### src/rtl/sdram_act_pre_insert_gen_if.sv
// AXI-stream style command channel used on both sides of the ACT/PRE insertion
// stage. The data and sideband widths are set by the instantiator.
interface sdram_act_pre_insert_gen_if #(
  parameter int DATA_W = 31,
  parameter int USER_W = 9
);
  logic [DATA_W-1:0] data;
  logic [USER_W-1:0] user;
  logic              valid;
  logic              ready;

  modport master (output data, output user, output valid, input  ready);
  modport slave  (input  data, input  user, input  valid, output ready);
endinterface

### src/rtl/sdram_act_pre_insert_gen.sv
// SDRAM activate/precharge insertion stage.
// Sits between the user command stream and the SDRAM command sequencer. It
// tracks the open row of every bank and, in front of a read/write, emits
// PRECHARGE and/or ACTIVE as needed. In front of AUTO REFRESH it emits
// PRECHARGE ALL when any bank is open. Output is combinational from the held
// input, so a page hit goes through with zero added latency.

// Per-bank tracker: open flag (reset) and open row (not reset).
module sdram_api_bank_trk #(
  parameter int ADDR_W = 13
) (
  input  logic              clk,
  input  logic              rst_n,
  input  logic              set_open,
  input  logic              clr_open,
  input  logic [ADDR_W-1:0] row_d,
  output logic              open_q,
  output logic [ADDR_W-1:0] row_q
);
  // Open flag: an ACTIVE opens the bank, any closing command clears it.
  always_ff @(posedge clk or negedge rst_n) begin
    if (!rst_n)        open_q <= 1'b0;
    else if (set_open) open_q <= 1'b1;
    else if (clr_open) open_q <= 1'b0;
  end

  // Row register only matters while the bank is open, so it has no reset.
  always_ff @(posedge clk) begin
    if (set_open) row_q <= row_d;
  end
endmodule

module sdram_act_pre_insert_gen #(
  parameter int    BANK_N      = 4,
  parameter int    ADDR_W      = 13,
  parameter int    BURST_LEN   = -1,
  parameter string PAGE_POLICY = "open",
  parameter int    USER_W      = 9
) (
  input  logic                        clk,
  input  logic                        rst_n,
  sdram_act_pre_insert_gen_if.slave   s_axis_usr_cmd,
  sdram_act_pre_insert_gen_if.master  m_axis_inserted_cmd,
  output logic [BANK_N-1:0]           bank_open_o
);
  localparam int BA_W = $clog2(BANK_N);

  localparam logic [2:0] CMD_ACT = 3'b000;
  localparam logic [2:0] CMD_PRE = 3'b001;
  localparam logic [2:0] CMD_WR  = 3'b010;
  localparam logic [2:0] CMD_RD  = 3'b011;
  localparam logic [2:0] CMD_REF = 3'b100;

  // How A10 is produced on read/write: 0 = forced low (full page bursts
  // cannot auto-precharge), 1 = forced high (close page), 2 = from user.
  localparam int A10_MODE = (BURST_LEN == -1)         ? 0 :
                            (PAGE_POLICY == "close")  ? 1 : 2;

  // PRECHARGE ALL address: only A10 set.
  localparam logic [ADDR_W-1:0] A10_ONLY = ADDR_W'(1024);

  typedef enum logic [1:0] {ST_PASS, ST_ACT, ST_RW, ST_REF} state_e;

  state_e state_q, state_d;

  // Input command fields: {ba, row, addr, cmd}
  logic [BA_W-1:0]   in_ba;
  logic [ADDR_W-1:0] in_row;
  logic [ADDR_W-1:0] in_addr;
  logic [2:0]        in_cmd;
  logic              s_valid, m_ready;

  assign in_cmd  = s_axis_usr_cmd.data[2:0];
  assign in_addr = s_axis_usr_cmd.data[ADDR_W+2:3];
  assign in_row  = s_axis_usr_cmd.data[2*ADDR_W+2:ADDR_W+3];
  assign in_ba   = s_axis_usr_cmd.data[BA_W+2*ADDR_W+2:2*ADDR_W+3];
  assign s_valid = s_axis_usr_cmd.valid;
  assign m_ready = m_axis_inserted_cmd.ready;

  // Output command fields and handshake
  logic [BA_W-1:0]   out_ba;
  logic [ADDR_W-1:0] out_addr;
  logic [2:0]        out_cmd;
  logic              m_valid, s_ready, m_hs;

  // Bank tracking state
  logic [BANK_N-1:0]             open_vec;
  logic [BANK_N-1:0][ADDR_W-1:0] row_vec;
  logic [BANK_N-1:0]             bank_set, bank_clr;

  logic              in_rw, in_open, bank_hit, rw_a10;
  logic [ADDR_W-1:0] rw_addr;

  assign in_rw    = (in_cmd == CMD_WR) || (in_cmd == CMD_RD);
  assign in_open  = open_vec[in_ba];
  assign bank_hit = in_open && (row_vec[in_ba] == in_row);

  // Read/write address with the page-policy A10 applied.
  always_comb begin
    rw_a10 = 1'b0;
    if (A10_MODE == 1)      rw_a10 = 1'b1;
    else if (A10_MODE == 2) rw_a10 = in_addr[10];
    rw_addr     = in_addr;
    rw_addr[10] = rw_a10;
  end

  // State register; reset abandons any partial sequence.
  always_ff @(posedge clk or negedge rst_n) begin
    if (!rst_n) state_q <= ST_PASS;
    else        state_q <= state_d;
  end

  // Next state and emitted command. Input ready only on the final beat.
  always_comb begin
    state_d  = state_q;
    out_cmd  = in_cmd;
    out_ba   = in_ba;
    out_addr = in_addr;
    m_valid  = 1'b0;
    s_ready  = 1'b0;
    case (state_q)
      ST_PASS: begin
        if (s_valid) begin
          m_valid = 1'b1;
          if (in_rw) begin
            if (bank_hit) begin
              out_addr = rw_addr;
              s_ready  = m_ready;
            end else if (in_open) begin
              // Row conflict: close this bank first.
              out_cmd  = CMD_PRE;
              out_addr = '0;
              if (m_ready) state_d = ST_ACT;
            end else begin
              out_cmd  = CMD_ACT;
              out_addr = in_row;
              if (m_ready) state_d = ST_RW;
            end
          end else if ((in_cmd == CMD_REF) && (|open_vec)) begin
            out_cmd  = CMD_PRE;
            out_ba   = '0;
            out_addr = A10_ONLY;
            if (m_ready) state_d = ST_REF;
          end else begin
            s_ready = m_ready;
          end
        end
      end
      ST_ACT: begin
        m_valid  = s_valid;
        out_cmd  = CMD_ACT;
        out_addr = in_row;
        if (s_valid && m_ready) state_d = ST_RW;
      end
      ST_RW: begin
        m_valid  = s_valid;
        out_addr = rw_addr;
        s_ready  = s_valid && m_ready;
        if (s_valid && m_ready) state_d = ST_PASS;
      end
      ST_REF: begin
        m_valid = s_valid;
        s_ready = s_valid && m_ready;
        if (s_valid && m_ready) state_d = ST_PASS;
      end
      default: state_d = ST_PASS;
    endcase
  end

  assign m_hs = m_valid && m_ready;

  // Tracking events decoded from the command actually handed downstream.
  logic trk_act, trk_pre_one, trk_pre_all, trk_rw_cls;
  assign trk_act     = m_hs && (out_cmd == CMD_ACT);
  assign trk_pre_one = m_hs && (out_cmd == CMD_PRE) && !out_addr[10];
  assign trk_pre_all = m_hs && (out_cmd == CMD_PRE) &&  out_addr[10];
  assign trk_rw_cls  = m_hs && ((out_cmd == CMD_WR) || (out_cmd == CMD_RD)) && out_addr[10];

  // One tracker per bank.
  for (genvar b = 0; b < BANK_N; b++) begin : g_bank
    logic sel;
    assign sel         = (out_ba == BA_W'(b));
    assign bank_set[b] = trk_act && sel;
    assign bank_clr[b] = trk_pre_all || ((trk_pre_one || trk_rw_cls) && sel);

    sdram_api_bank_trk #(.ADDR_W(ADDR_W)) u_trk (
      .clk      (clk),
      .rst_n    (rst_n),
      .set_open (bank_set[b]),
      .clr_open (bank_clr[b]),
      .row_d    (out_addr),
      .open_q   (open_vec[b]),
      .row_q    (row_vec[b])
    );
  end

  assign s_axis_usr_cmd.ready      = s_ready;
  assign m_axis_inserted_cmd.data  = {out_ba, out_addr, out_cmd};
  assign m_axis_inserted_cmd.user  = s_axis_usr_cmd.user;
  assign m_axis_inserted_cmd.valid = m_valid;
  assign bank_open_o               = open_vec;
endmodule

### src/flat_wrapper.sv
// flat-port wrapper written by rule: the top's interface ports become plain ports
module sdram_act_pre_insert_gen_flat 
#(
  parameter int    BANK_N      = 4,
  parameter int    ADDR_W      = 13,
  parameter int    BURST_LEN   = -1,
  parameter string PAGE_POLICY = "    ",
  parameter int    USER_W      = 9
)
  (clk, rst_n, bank_open_o, s_axis_usr_cmd_data, s_axis_usr_cmd_user, s_axis_usr_cmd_valid, s_axis_usr_cmd_ready, m_axis_inserted_cmd_data, m_axis_inserted_cmd_user, m_axis_inserted_cmd_valid, m_axis_inserted_cmd_ready);
  sdram_act_pre_insert_gen_if #(.DATA_W(((2) + 2*ADDR_W + 3)), .USER_W(USER_W)) s_axis_usr_cmd_i ();
  sdram_act_pre_insert_gen_if #(.DATA_W(((2) + ADDR_W + 3)), .USER_W(USER_W)) m_axis_inserted_cmd_i ();
  input  logic clk;
  input  logic rst_n;
  output logic [BANK_N-1:0] bank_open_o;
  input wire logic [$bits(s_axis_usr_cmd_i.data)-1:0] s_axis_usr_cmd_data;
  input wire logic [$bits(s_axis_usr_cmd_i.user)-1:0] s_axis_usr_cmd_user;
  input wire logic [$bits(s_axis_usr_cmd_i.valid)-1:0] s_axis_usr_cmd_valid;
  output wire logic [$bits(s_axis_usr_cmd_i.ready)-1:0] s_axis_usr_cmd_ready;
  output wire logic [$bits(m_axis_inserted_cmd_i.data)-1:0] m_axis_inserted_cmd_data;
  output wire logic [$bits(m_axis_inserted_cmd_i.user)-1:0] m_axis_inserted_cmd_user;
  output wire logic [$bits(m_axis_inserted_cmd_i.valid)-1:0] m_axis_inserted_cmd_valid;
  input wire logic [$bits(m_axis_inserted_cmd_i.ready)-1:0] m_axis_inserted_cmd_ready;
  assign s_axis_usr_cmd_i.data = s_axis_usr_cmd_data;
  assign s_axis_usr_cmd_i.user = s_axis_usr_cmd_user;
  assign s_axis_usr_cmd_i.valid = s_axis_usr_cmd_valid;
  assign s_axis_usr_cmd_ready = s_axis_usr_cmd_i.ready;
  assign m_axis_inserted_cmd_data = m_axis_inserted_cmd_i.data;
  assign m_axis_inserted_cmd_user = m_axis_inserted_cmd_i.user;
  assign m_axis_inserted_cmd_valid = m_axis_inserted_cmd_i.valid;
  assign m_axis_inserted_cmd_i.ready = m_axis_inserted_cmd_ready;
  sdram_act_pre_insert_gen #(.BANK_N(BANK_N), .ADDR_W(ADDR_W), .BURST_LEN(BURST_LEN), .PAGE_POLICY(PAGE_POLICY), .USER_W(USER_W)) u_core (.clk(clk), .rst_n(rst_n), .s_axis_usr_cmd(s_axis_usr_cmd_i), .m_axis_inserted_cmd(m_axis_inserted_cmd_i), .bank_open_o(bank_open_o));
endmodule
### config.mk
export PLATFORM = sky130hd
export DESIGN_NAME = sdram_act_pre_insert_gen_flat
export DESIGN_NICKNAME = d
export VERILOG_FILES = /design/src/rtl/sdram_act_pre_insert_gen_if.sv /design/src/rtl/sdram_act_pre_insert_gen.sv /design/src/flat_wrapper.sv
export SDC_FILE = /design/constraint.sdc
export NUM_CORES = 1
export LEC_CHECK = 0
export CAP_MARGIN = 30
export CORE_MARGIN = 3
export CORE_UTILIZATION = 45
export CTS_CLUSTER_DIAMETER = 50
export DETAILED_ROUTE_END_ITERATION = 10
export HOLD_SLACK_MARGIN = 0.06
export PLACE_DENSITY = 0.87
export SETUP_SLACK_MARGIN = 0.5
export SYNTH_ARGS = -nofsm -noshare
export SYNTH_HDL_FRONTEND = slang
export SYNTH_HIERARCHICAL = 1
export SYNTH_SLANG_ARGS = --single-unit
### constraint.sdc
create_clock -name clk -period 3.38 [get_ports clk]
set_clock_uncertainty 0.15 [all_clocks]
set_input_delay 0.507 -clock clk [delete_from_list [all_inputs] [get_ports clk]]
set_output_delay 0.507 -clock clk [all_outputs]
set_load 0.02 [all_outputs]
==> results of run 1 <==
## through the flow
stage | setup TNS, ns | hold WS (ns) | cell area (sq um)
2_1_floorplan | 0 | 0.0614 | 3410
3_3_place_gp | -37.84 | 0.391 | 4410
3_5_place_dp | -46.66 | 0.401 | 4410
4_1_cts | -1.43 | 0.256 | 4900
5_1_grt | -2.72 | 0.285 | 5060
6_report | -1.59 | 0.272 | 5060
## timing repair
item                       CTS  global route
hold buffers                 0             0
resized for setup          139            11
pin swaps                   15            11
setup endpoints to repair  124           115
setup buffers               16            11
gates cloned                 1             1
## metal layers
metal | global-route usage | wire (microns)
met1 | 0.308 | 4050
met2 | 0.442 | 5650
met3 | 0.0542 | 941
met4 | 0.120 | 421
met5 | 0 | 0
## worst paths after layout
check,start,end,slack (ns),cells past startpoint
worst max-delay path,s_axis_usr_cmd_data[29],m_axis_inserted_cmd_data[15],-0.17,13
worst min-delay path,rst_n,u_core/g_bank[2].u_trk/open_q,0.27,1
max in group asynchronous,rst_n,u_core/state_q[0],2.59,1
min in group clk,u_core/g_bank[0].u_trk/open_q,u_core/g_bank[0].u_trk/open_q,0.43,1
worst max register to register,u_core/g_bank[3].u_trk/row_q[3],u_core/g_bank[2].u_trk/open_q,0.19,14
worst min register to register,u_core/g_bank[0].u_trk/open_q,u_core/g_bank[0].u_trk/open_q,0.43,1
## critical path, cell delays in order
cell,delay (ns)
buf_6,0.08
buf_12,0.10
buf_12,0.10
mux4_2,0.51
xor2_1,0.19
nor4_4,0.32
buf_4,0.15
o2111a_2,0.27
a21boi_4,0.10
buf_4,0.14
buf_6,0.13
o21ai_4,0.15
buf_6,0.14
## sequential cells by signal (all words and copies together), names as in the netlist
name and count:
u_core/g_bank.u_trk/row_q 52, u_core/g_bank.u_trk/open_q 4, u_core/state_q 2
## power groups by stage
stage	clock (W)	sequential [W]	combinational, W
2_1_floorplan	0	0.000937	0.000505
4_1_cts	0.000592	0.000918	0.00104
5_1_grt	0.000634	0.000928	0.00118
3_5_place_dp	0	0.000932	0.000942
3_3_place_gp	0	0.000929	0.000916
6_report	0.000593	0.000923	0.00113
## logic make-up (layout without fill, tap and decap cells)
kind of cell    count (synthesis)  after routing  synth area share
simple gates                   58             58             0.109
flops                          58             58             0.535
xor+xnor                       15             15            0.0410
compound gates                 63             63             0.152
buf+inv                        29            162            0.0535
mux                            18             18             0.109
## synth_stat cells, types with 3 or more instances
library cell	n
inv_1	8
nand3_1	3
buf_4	10
dfrtp_1	6
and2_1	4
nor3b_1	3
o21a_1	3
and3_1	3
o21ai_2	10
nand2_1	8
nor4_1	4
a22oi_1	12
mux4_2	7
xnor2_1	5
mux2i_1	5
o21ai_0	5
xor2_1	10
mux4_1	5
buf_6	3
a32o_1	3
a21oi_1	10
clkbuf_1	6
a21o_1	4
nor2_1	8
edfxtp_1	52
nand2b_1	13
## layout make-up
type / count / area, sq um
Clock inverter: 5 / 46.3
Sequential cell: 58 / 1710
Inverter: 8 / 30.0
Tap cell: 96 / 120
Fill cell: 426 / 1770
Clock buffer: 10 / 128
Multi-Input combinational cell: 154 / 1620
Timing Repair Buffer: 139 / 1400
==> qor.txt, run 1 <==
Cell Rows -> 30
Die X -> 90.4 microns
Internal power -> 0.00175 W
Sequential power share -> 0.349
First-pass GRT wire length -> 16.0 mm
Largest area contributor in the netlist -> edfxtp_1
Cell count after synthesis -> 241
YS warnings -> 6
Synth async-reset ratio -> 0.103
Largest net degree at the start of global routing -> 26
Slew margin rel. -> 0.448
Core Region -> 6830 sq um
Vias in the first global route -> 2887
RD Place Congestion -> 0.973
Starting Density -> 0.469
DRT Pass-1 Iters -> 5
Final Hold Viols -> 0
Crit. End Element -> output pin
Status -> finished with violations
CP max FO -> 4
Synthesized area -> 3200 sq um
Max_cap viols -> 0
DRC Markers -> 0
Worst VDD drop -> 0.359 mV
Clock sink total -> 58
Tcrit/Tclk final -> 1.05
Hold Path Class -> primary input to asynchronous set/reset pin
Dpl cells -> 426
Sw power -> 0.000890 W
Dpl ws -> -0.972 ns
Syn Nets -> 285
Register area share after synthesis -> 0.535
Worst Path Required -> 2.72 ns
Startpoint types -> primary input
Total wire length -> 11.1 mm
Gr ovfl total -> 0
Final setup fails -> 14
End-of-flow core utilization -> 0.740
Most frequent cells in the layout -> buf_4 (54), edfxtp_1 (52), clkdlybuf4s50_1 (39)
Logic pwr share -> 0.426
FMAX -> 281 MHz
Die area -> 8160 sq um
Post-synth top area share -> 0.488
CTS H-tree lvls -> 3
Initial antenna violation count -> 0
Netlist cell types -> 53
RSZ-0062 raised after global routing -> yes
Clock latency at the later pin of the worst-skew pair -> 0.33 ns
Post-synth EDFFs -> 52
DRT antenna net count -> 0
Vias/cell -> 6.03
Setup Crit Path Kind -> primary input to output pin
Layout cell share with drive strength beyond 1 -> 0.444
Clock-pin slew on the worst setup and hold paths -> 0.06 ns
Failing checks -> setup timing
Setup ws final -> -0.174 ns
P&R area growth vs syn -> 58.0%
# diodes -> 0
DPL Wire Length -> 6.40 mm
Fin nets -> 414
Clk buf depth -> 2
Syn_area_per_cell -> 13.3 sq um
Layout Cells excl Fill -> 470
Worst EP arrival -> 2.90 ns
Port bufs -> 58
PD cells -> 522 nW/um^2
LEAKAGE -> 1.89 nW
Worst slew pin tran -> 0.828 ns
Commonest non-fill, non-tap cell in the layout -> buf_4
Power, Total -> 0.00264 W
Drt first-iter violations -> 332
Synth top area cells -> edfxtp_1 (49%), mux4_2 (4.9%), dfrtp_1 (4.7%)
#FFs+latches synth -> 58
DR vias -> 2836
I/O pin total -> 77
Net Sw Frac -> 0.337
Die Ht -> 90.4 microns
Slew Viols, Final -> 0
TritonCTS clock tree -> done
GRT Total Usage -> 0.257
CTS Buf Count -> 9
Clock Root Buffer -> clkbuf_8
Primary FF master, synth -> edfxtp_1
Routed WL per cell -> 23.5 microns
Clock Power Share -> 0.225
Tmin final -> 3.55 ns
(Power assumes the default switching activity.)
==> run 2, diff against run 1 <==
--- a/config.mk
+++ b/config.mk
@@ -5,13 +5,14 @@
 export SDC_FILE = /design/constraint.sdc
 export NUM_CORES = 1
 export LEC_CHECK = 0
-export CAP_MARGIN = 30
+export CAP_MARGIN = 15
 export CORE_MARGIN = 3
 export CORE_UTILIZATION = 45
 export CTS_CLUSTER_DIAMETER = 50
 export DETAILED_ROUTE_END_ITERATION = 10
 export HOLD_SLACK_MARGIN = 0.06
 export PLACE_DENSITY = 0.87
+export RECOVER_POWER = 25
 export SETUP_SLACK_MARGIN = 0.5
 export SYNTH_ARGS = -nofsm -noshare
 export SYNTH_HDL_FRONTEND = slang
==> run 2 against run 1 <==
  * The run still ends with setup timing left
  * Critical path type unchanged
  * Sequential power about the same
  * Highest routed layer unchanged
  * Global-route usage unchanged
  * Via count grew 1.8%
  * Die area is the same
  * Count of clock-buffer cells in the layout unchanged
  * Maximum frequency up 0.11%
  * Power is 0.68% lower
  * Non-clock buffer count stayed put
  * Utilization shrank 0.26 points
  * Register-to-register slack about the same
==> qor.txt, run 2 (same netlist as run 1, synthesis figures left out) <==
Most frequent cells in the layout -> buf_4 (53), edfxtp_1 (52), buf_6 (34)
Cell Rows -> 30
Slew Viols, Final -> 0
Final setup fails -> 14
GRT Total Usage -> 0.257
Crit. End Element -> output pin
CTS H-tree lvls -> 3
Met2 usage -> 0.442
Routed WL per cell -> 23.5 microns
Initial antenna violation count -> 0
CP max FO -> 4
Top flop regs -> u_core/g_bank.u_trk/row_q: 52 flops, u_core/g_bank.u_trk/open_q: 4 flops, u_core/state_q: 2 flops
Gr ovfl total -> 0
CTS Buf Count -> 9
DRT Pass-1 Iters -> 6
Vias in the first global route -> 2887
Clock sink total -> 58
Port bufs -> 58
Core Region -> 6830 sq um
RSZ-0062 raised after global routing -> yes
GR Layer Usage met1 -> 0.308
Max_cap viols -> 0
Worst EP arrival -> 2.89 ns
DR vias -> 2888
Worst Path Required -> 2.72 ns
Commonest non-fill, non-tap cell in the layout -> buf_4
Hold Path Class -> primary input to asynchronous set/reset pin
Register name with the most flops -> u_core/g_bank.u_trk/row_q
Tmin final -> 3.55 ns
P&R area growth vs syn -> 57.4%
Worst slew pin tran -> 0.836 ns
Clock latency at the later pin of the worst-skew pair -> 0.34 ns
Die Ht -> 90.4 microns
Starting Density -> 0.469
DRT antenna net count -> 0
Status -> finished with violations
Most Crowded Layer GR -> met2
Clock-pin slew on the worst setup and hold paths -> 0.07 ns
RD Place Congestion -> 0.973
End-of-flow core utilization -> 0.738
Hold-fix buffers, CTS -> 0
Fin nets -> 414
DPL Wire Length -> 6.40 mm
FMAX -> 282 MHz
# diodes -> 0
LEAKAGE -> 1.88 nW
Global-route track usage on met3 -> 0.0542
Setup ws final -> -0.170 ns
First-pass GRT wire length -> 16.0 mm
Slew margin rel. -> 0.443
Drt first-iter violations -> 310
Vias/cell -> 6.14
Worst VDD drop -> 0.360 mV
Clock Root Buffer -> clkbuf_8
Layout cell share with drive strength beyond 1 -> 0.433
Die area -> 8160 sq um
Clk buf depth -> 2
Power, Total -> 0.00262 W
Largest net degree at the start of global routing -> 26
Setup Crit Path Kind -> primary input to output pin
PD cells -> 521 nW/um^2
R2R cell count -> 14
Failing checks -> setup timing
Total wire length -> 11.1 mm
Tcrit/Tclk final -> 1.05
Max FFs per register -> 52
Startpoint types -> primary input
Final Hold Viols -> 0
I/O pin total -> 77
TritonCTS clock tree -> done
Die X -> 90.4 microns
DRC Markers -> 0
## run 2: worst max-delay path, cell delays in order
cell and delay (ns):
buf_6 0.08, buf_12 0.10, buf_12 0.10, mux4_2 0.51
xor2_1 0.19, nor4_4 0.32, buf_4 0.15, o2111a_2 0.27
a21boi_4 0.09, buf_4 0.14, buf_6 0.13, o21ai_4 0.15
buf_6 0.14
## run 2: repair_timing
action / in CTS / in global routing
cloned: 1 / 1
pin swaps: 15 / 11
setup endpoints to repair: 124 / 115
resized for setup: 139 / 11
setup buffers: 16 / 11
## run 2: layer usage
| layer | vias up | part of all wire |
|---|---|---|
| met5 | - | 0 |
| met4 | 0 | 0.039 |
| met3 | 59 | 0.081 |
| met2 | 214 | 0.50 |
| met1 | 1419 | 0.37 |
| li1 | 1196 | - |
## run 2: final timing paths
path                                                  to  slack (ns)                       startpoint
hold reg to reg            u_core/g_bank[0].u_trk/open_q        0.41    u_core/g_bank[0].u_trk/open_q
min in group clk           u_core/g_bank[0].u_trk/open_q        0.41    u_core/g_bank[0].u_trk/open_q
hold / removal             u_core/g_bank[2].u_trk/open_q        0.34                            rst_n
setup reg to reg           u_core/g_bank[2].u_trk/open_q        0.19  u_core/g_bank[3].u_trk/row_q[3]
setup / recovery            m_axis_inserted_cmd_data[15]       -0.17          s_axis_usr_cmd_data[29]
max in group asynchronous              u_core/state_q[0]        2.52                            rst_n
## run 2: final cells by class
type	instances	area (sq um)
Clock inverter	5	46.3
Fill cell	432	1790
Clock buffer	10	128
Tap cell	96	120
Multi-Input combinational cell	154	1610
Sequential cell	58	1710
Inverter	8	30.0
Timing Repair Buffer	139	1390
## run 2: where the power goes
part	switching, W	internal [W]
registers	0.0000520	0.000868
clock network	0.000269	0.000328
logic	0.000568	0.000539
## run 2: stage by stage
step / setup TNS, ns / instances / instance area, sq um / setup WS (ns) / hold WS, ns
3_3_place_gp: -37.84 / 426 / 4410 / -0.888 / 0.391
5_1_grt: -2.72 / 470 / 5040 / -0.239 / 0.355
6_report: -1.53 / 470 / 5040 / -0.170 / 0.335
4_1_cts: -1.43 / 458 / 4900 / -0.201 / 0.256
2_1_floorplan: 0 / 241 / 3410 / 0.254 / 0.0614
3_5_place_dp: -46.66 / 426 / 4410 / -0.972 / 0.401
==> run 3, diff against run 2 <==
--- a/config.mk
+++ b/config.mk
@@ -6,8 +6,10 @@
 export NUM_CORES = 1
 export LEC_CHECK = 0
 export CAP_MARGIN = 15
+export CORE_ASPECT_RATIO = 0.6
 export CORE_MARGIN = 3
 export CORE_UTILIZATION = 45
+export CTS_BUF_LIST = sky130_fd_sc_hd__clkbuf_16
 export CTS_CLUSTER_DIAMETER = 50
 export DETAILED_ROUTE_END_ITERATION = 10
 export HOLD_SLACK_MARGIN = 0.06
==> run 3 against run 2 <==
  * The run still ends with setup timing left
  * Critical path depth unchanged
  * Clock power increased by 42%
  * Sequential cell count unchanged
  * Cell count decreased by 0.85%
  * Maximum frequency decreased by 0.24%
  * Critical endpoint is now m_axis_inserted_cmd_data[9]
  * Highest routed layer unchanged
==> qor.txt, run 3 (same netlist as run 1, synthesis figures left out) <==
Final Hold Viols -> 0
GRT Total Usage -> 0.274
Die Ht -> 71.3 microns
R2R cell count -> 11
R2R Setup Slk -> 0.09 ns
Total wire length -> 12.1 mm
DR vias -> 2961
Power, Total -> 0.00291 W
Starting Density -> 0.471
Worst EP arrival -> 2.90 ns
Hold-fix buffers, CTS -> 0
Drt first-iter violations -> 512
Clock sink total -> 58
LEAKAGE -> 1.96 nW
Routed WL per cell -> 25.9 microns
Sw power -> 0.000948 W
Layout cell share with drive strength beyond 1 -> 0.435
CP Buf/Inv Count -> 7
Slew Viols, Final -> 0
Cell Rows -> 23
Reg-to-Reg Start -> u_core/g_bank[0].u_trk/row_q[1]
TritonCTS clock tree -> done
Status -> finished with violations
CP max-delay cell -> mux4_2
Largest net degree at the start of global routing -> 17
Tcrit/Tclk final -> 1.05
Port bufs -> 58
Slew margin rel. -> 0.533
Hold Path Class -> primary input to asynchronous set/reset pin
Setup ws final -> -0.179 ns
Logic pwr share -> 0.387
RSZ-0062 raised after global routing -> yes
Worst slew pin tran -> 0.692 ns
Clk buf depth -> 2
Max FFs per register -> 52
P&R area growth vs syn -> 61.2%
Tmin final -> 3.56 ns
CP max stage delay -> 0.54 ns
Placed instance area -> 4410 sq um
# diodes -> 0
Sequential power share -> 0.321
Most repeated library cell on the critical path -> buf_6
CTS Buf Count -> 9
Die X -> 115 microns
I/O pin total -> 77
Clock Root Buffer -> clkbuf_16
Dominant delay contributor by cell family on the critical path -> buffers and inverters
Worst Path Required -> 2.72 ns
Register name with the most flops -> u_core/g_bank.u_trk/row_q
RD Place Congestion -> 1.01
CP max FO -> 6
FF-to-FF End -> u_core/g_bank[0].u_trk/row_q[1]
Most frequent cells in the layout -> buf_4 (58), edfxtp_1 (52), buf_6 (31)
Setup Crit Path Kind -> primary input to output pin
Gr ovfl total -> 0
Critical Path, Cell by Cell -> buf_6 -> buf_8 -> buf_6 -> buf_6 -> mux4_2 -> xor2_2 -> nor4_4 -> buf_4 -> o2111a_2 -> a21boi_4 -> buf_6 -> o21ai_4 -> buf_6
Die area -> 8200 sq um
DRT antenna net count -> 0
Clock latency at the later pin of the worst-skew pair -> 0.33 ns
Max_cap viols -> 0
Failing checks -> setup timing
Fin area -> 5160 sq um
Initial antenna violation count -> 0
Vias in the first global route -> 2855
Commonest non-fill, non-tap cell in the layout -> buf_4
DPL Wire Length -> 6.68 mm
Clock-pin slew on the worst setup and hold paths -> 0.05 ns
Internal power -> 0.00197 W
CTS H-tree lvls -> 3
First-pass GRT wire length -> 16.4 mm
Vias/cell -> 6.35
Crit. End Element -> output pin
Top flop regs -> u_core/g_bank.u_trk/row_q: 52 flops, u_core/g_bank.u_trk/open_q: 4 flops, u_core/state_q: 2 flops
Startpoint types -> primary input
Final setup fails -> 32
Net Sw Frac -> 0.325
Fin Hold WS -> 0.338 ns
DRC Markers -> 0
Core Region -> 6790 sq um
Clock Power Share -> 0.292
Worst VDD drop -> 0.585 mV
PD cells -> 564 nW/um^2
Fin nets -> 418
FMAX -> 281 MHz
DRT Pass-1 Iters -> 6
run 3: repair_timing:
item	4_1_cts	5_1_grt
cloned	1	1
setup endpoints to repair	124	84
gates resized for setup	131	25
setup buffers	16	13
pin swaps	13	13
run 3: per-stage QoR:
step | setup slack, ns | utilization | TNS, ns | std cells
final | -0.179 | 0.760 | -3.12 | 466
after global routing | -0.241 | 0.760 | -5.39 | 466
after CTS | -0.106 | 0.733 | -0.524 | 452
after detailed placement | -0.943 | 0.650 | -40.03 | 419
after global placement | -0.878 | 0.650 | -31.80 | 419
after floorplan | 0.254 | - | 0 | 241
run 3: power groups by stage:
stage	Sequential [W]	Clock, W	Combinational (W)
after floorplan	0.000937	0	0.000505
after global placement	0.000931	0	0.000921
after detailed placement	0.000939	0	0.000947
after CTS	0.000931	0.000858	0.00103
after global routing	0.000938	0.000893	0.00117
final	0.000936	0.000850	0.00113
run 3: metal layers:
metal / GRT usage / vias up / share of wire
met4: 0.121 / 0 / 0.036
met3: 0.0878 / 59 / 0.14
met5: 0 / - / 0
met2: 0.428 / 272 / 0.46
li1: - / 1204 / -
met1: 0.355 / 1426 / 0.37
run 3: worst reg2reg max path: stages (launching register included):
cell and delay [ns]:
edfxtp_1 0.42, mux4_2 0.52, xor2_2 0.18, nor4_4 0.32
buf_4 0.16, o2111a_2 0.24, buf_6 0.14, a21oi_4 0.06
buf_6 0.13, nor4_4 0.34, buf_4 0.19, clkbuf_16 0.15
run 3: worst max path at each step:
stage | start | endpoint | slack [ns] | cells after the start
3_3_place_gp | s_axis_usr_cmd_data[29] | m_axis_inserted_cmd_data[4] | -0.88 | 10
3_5_place_dp | s_axis_usr_cmd_data[29] | m_axis_inserted_cmd_data[4] | -0.94 | 10
4_1_cts | s_axis_usr_cmd_data[29] | m_axis_inserted_cmd_data[4] | -0.11 | 11
6_report | s_axis_usr_cmd_data[29] | m_axis_inserted_cmd_data[9] | -0.18 | 13
2_1_floorplan | s_axis_usr_cmd_data[29] | u_core/g_bank[0].u_trk/row_q[0] | 0.25 | 8
5_1_grt | s_axis_usr_cmd_data[29] | s_axis_usr_cmd_ready | -0.24 | 13
run 3: cell type report:
cell class	count	area, sq um
well taps	87	109
clock buffers	9	225
repair buffers	143	1420
clock inverters	7	53.8
inverters	8	30.0
flip-flops and latches	58	1710
fillers	389	1630
multi-input cells	154	1610
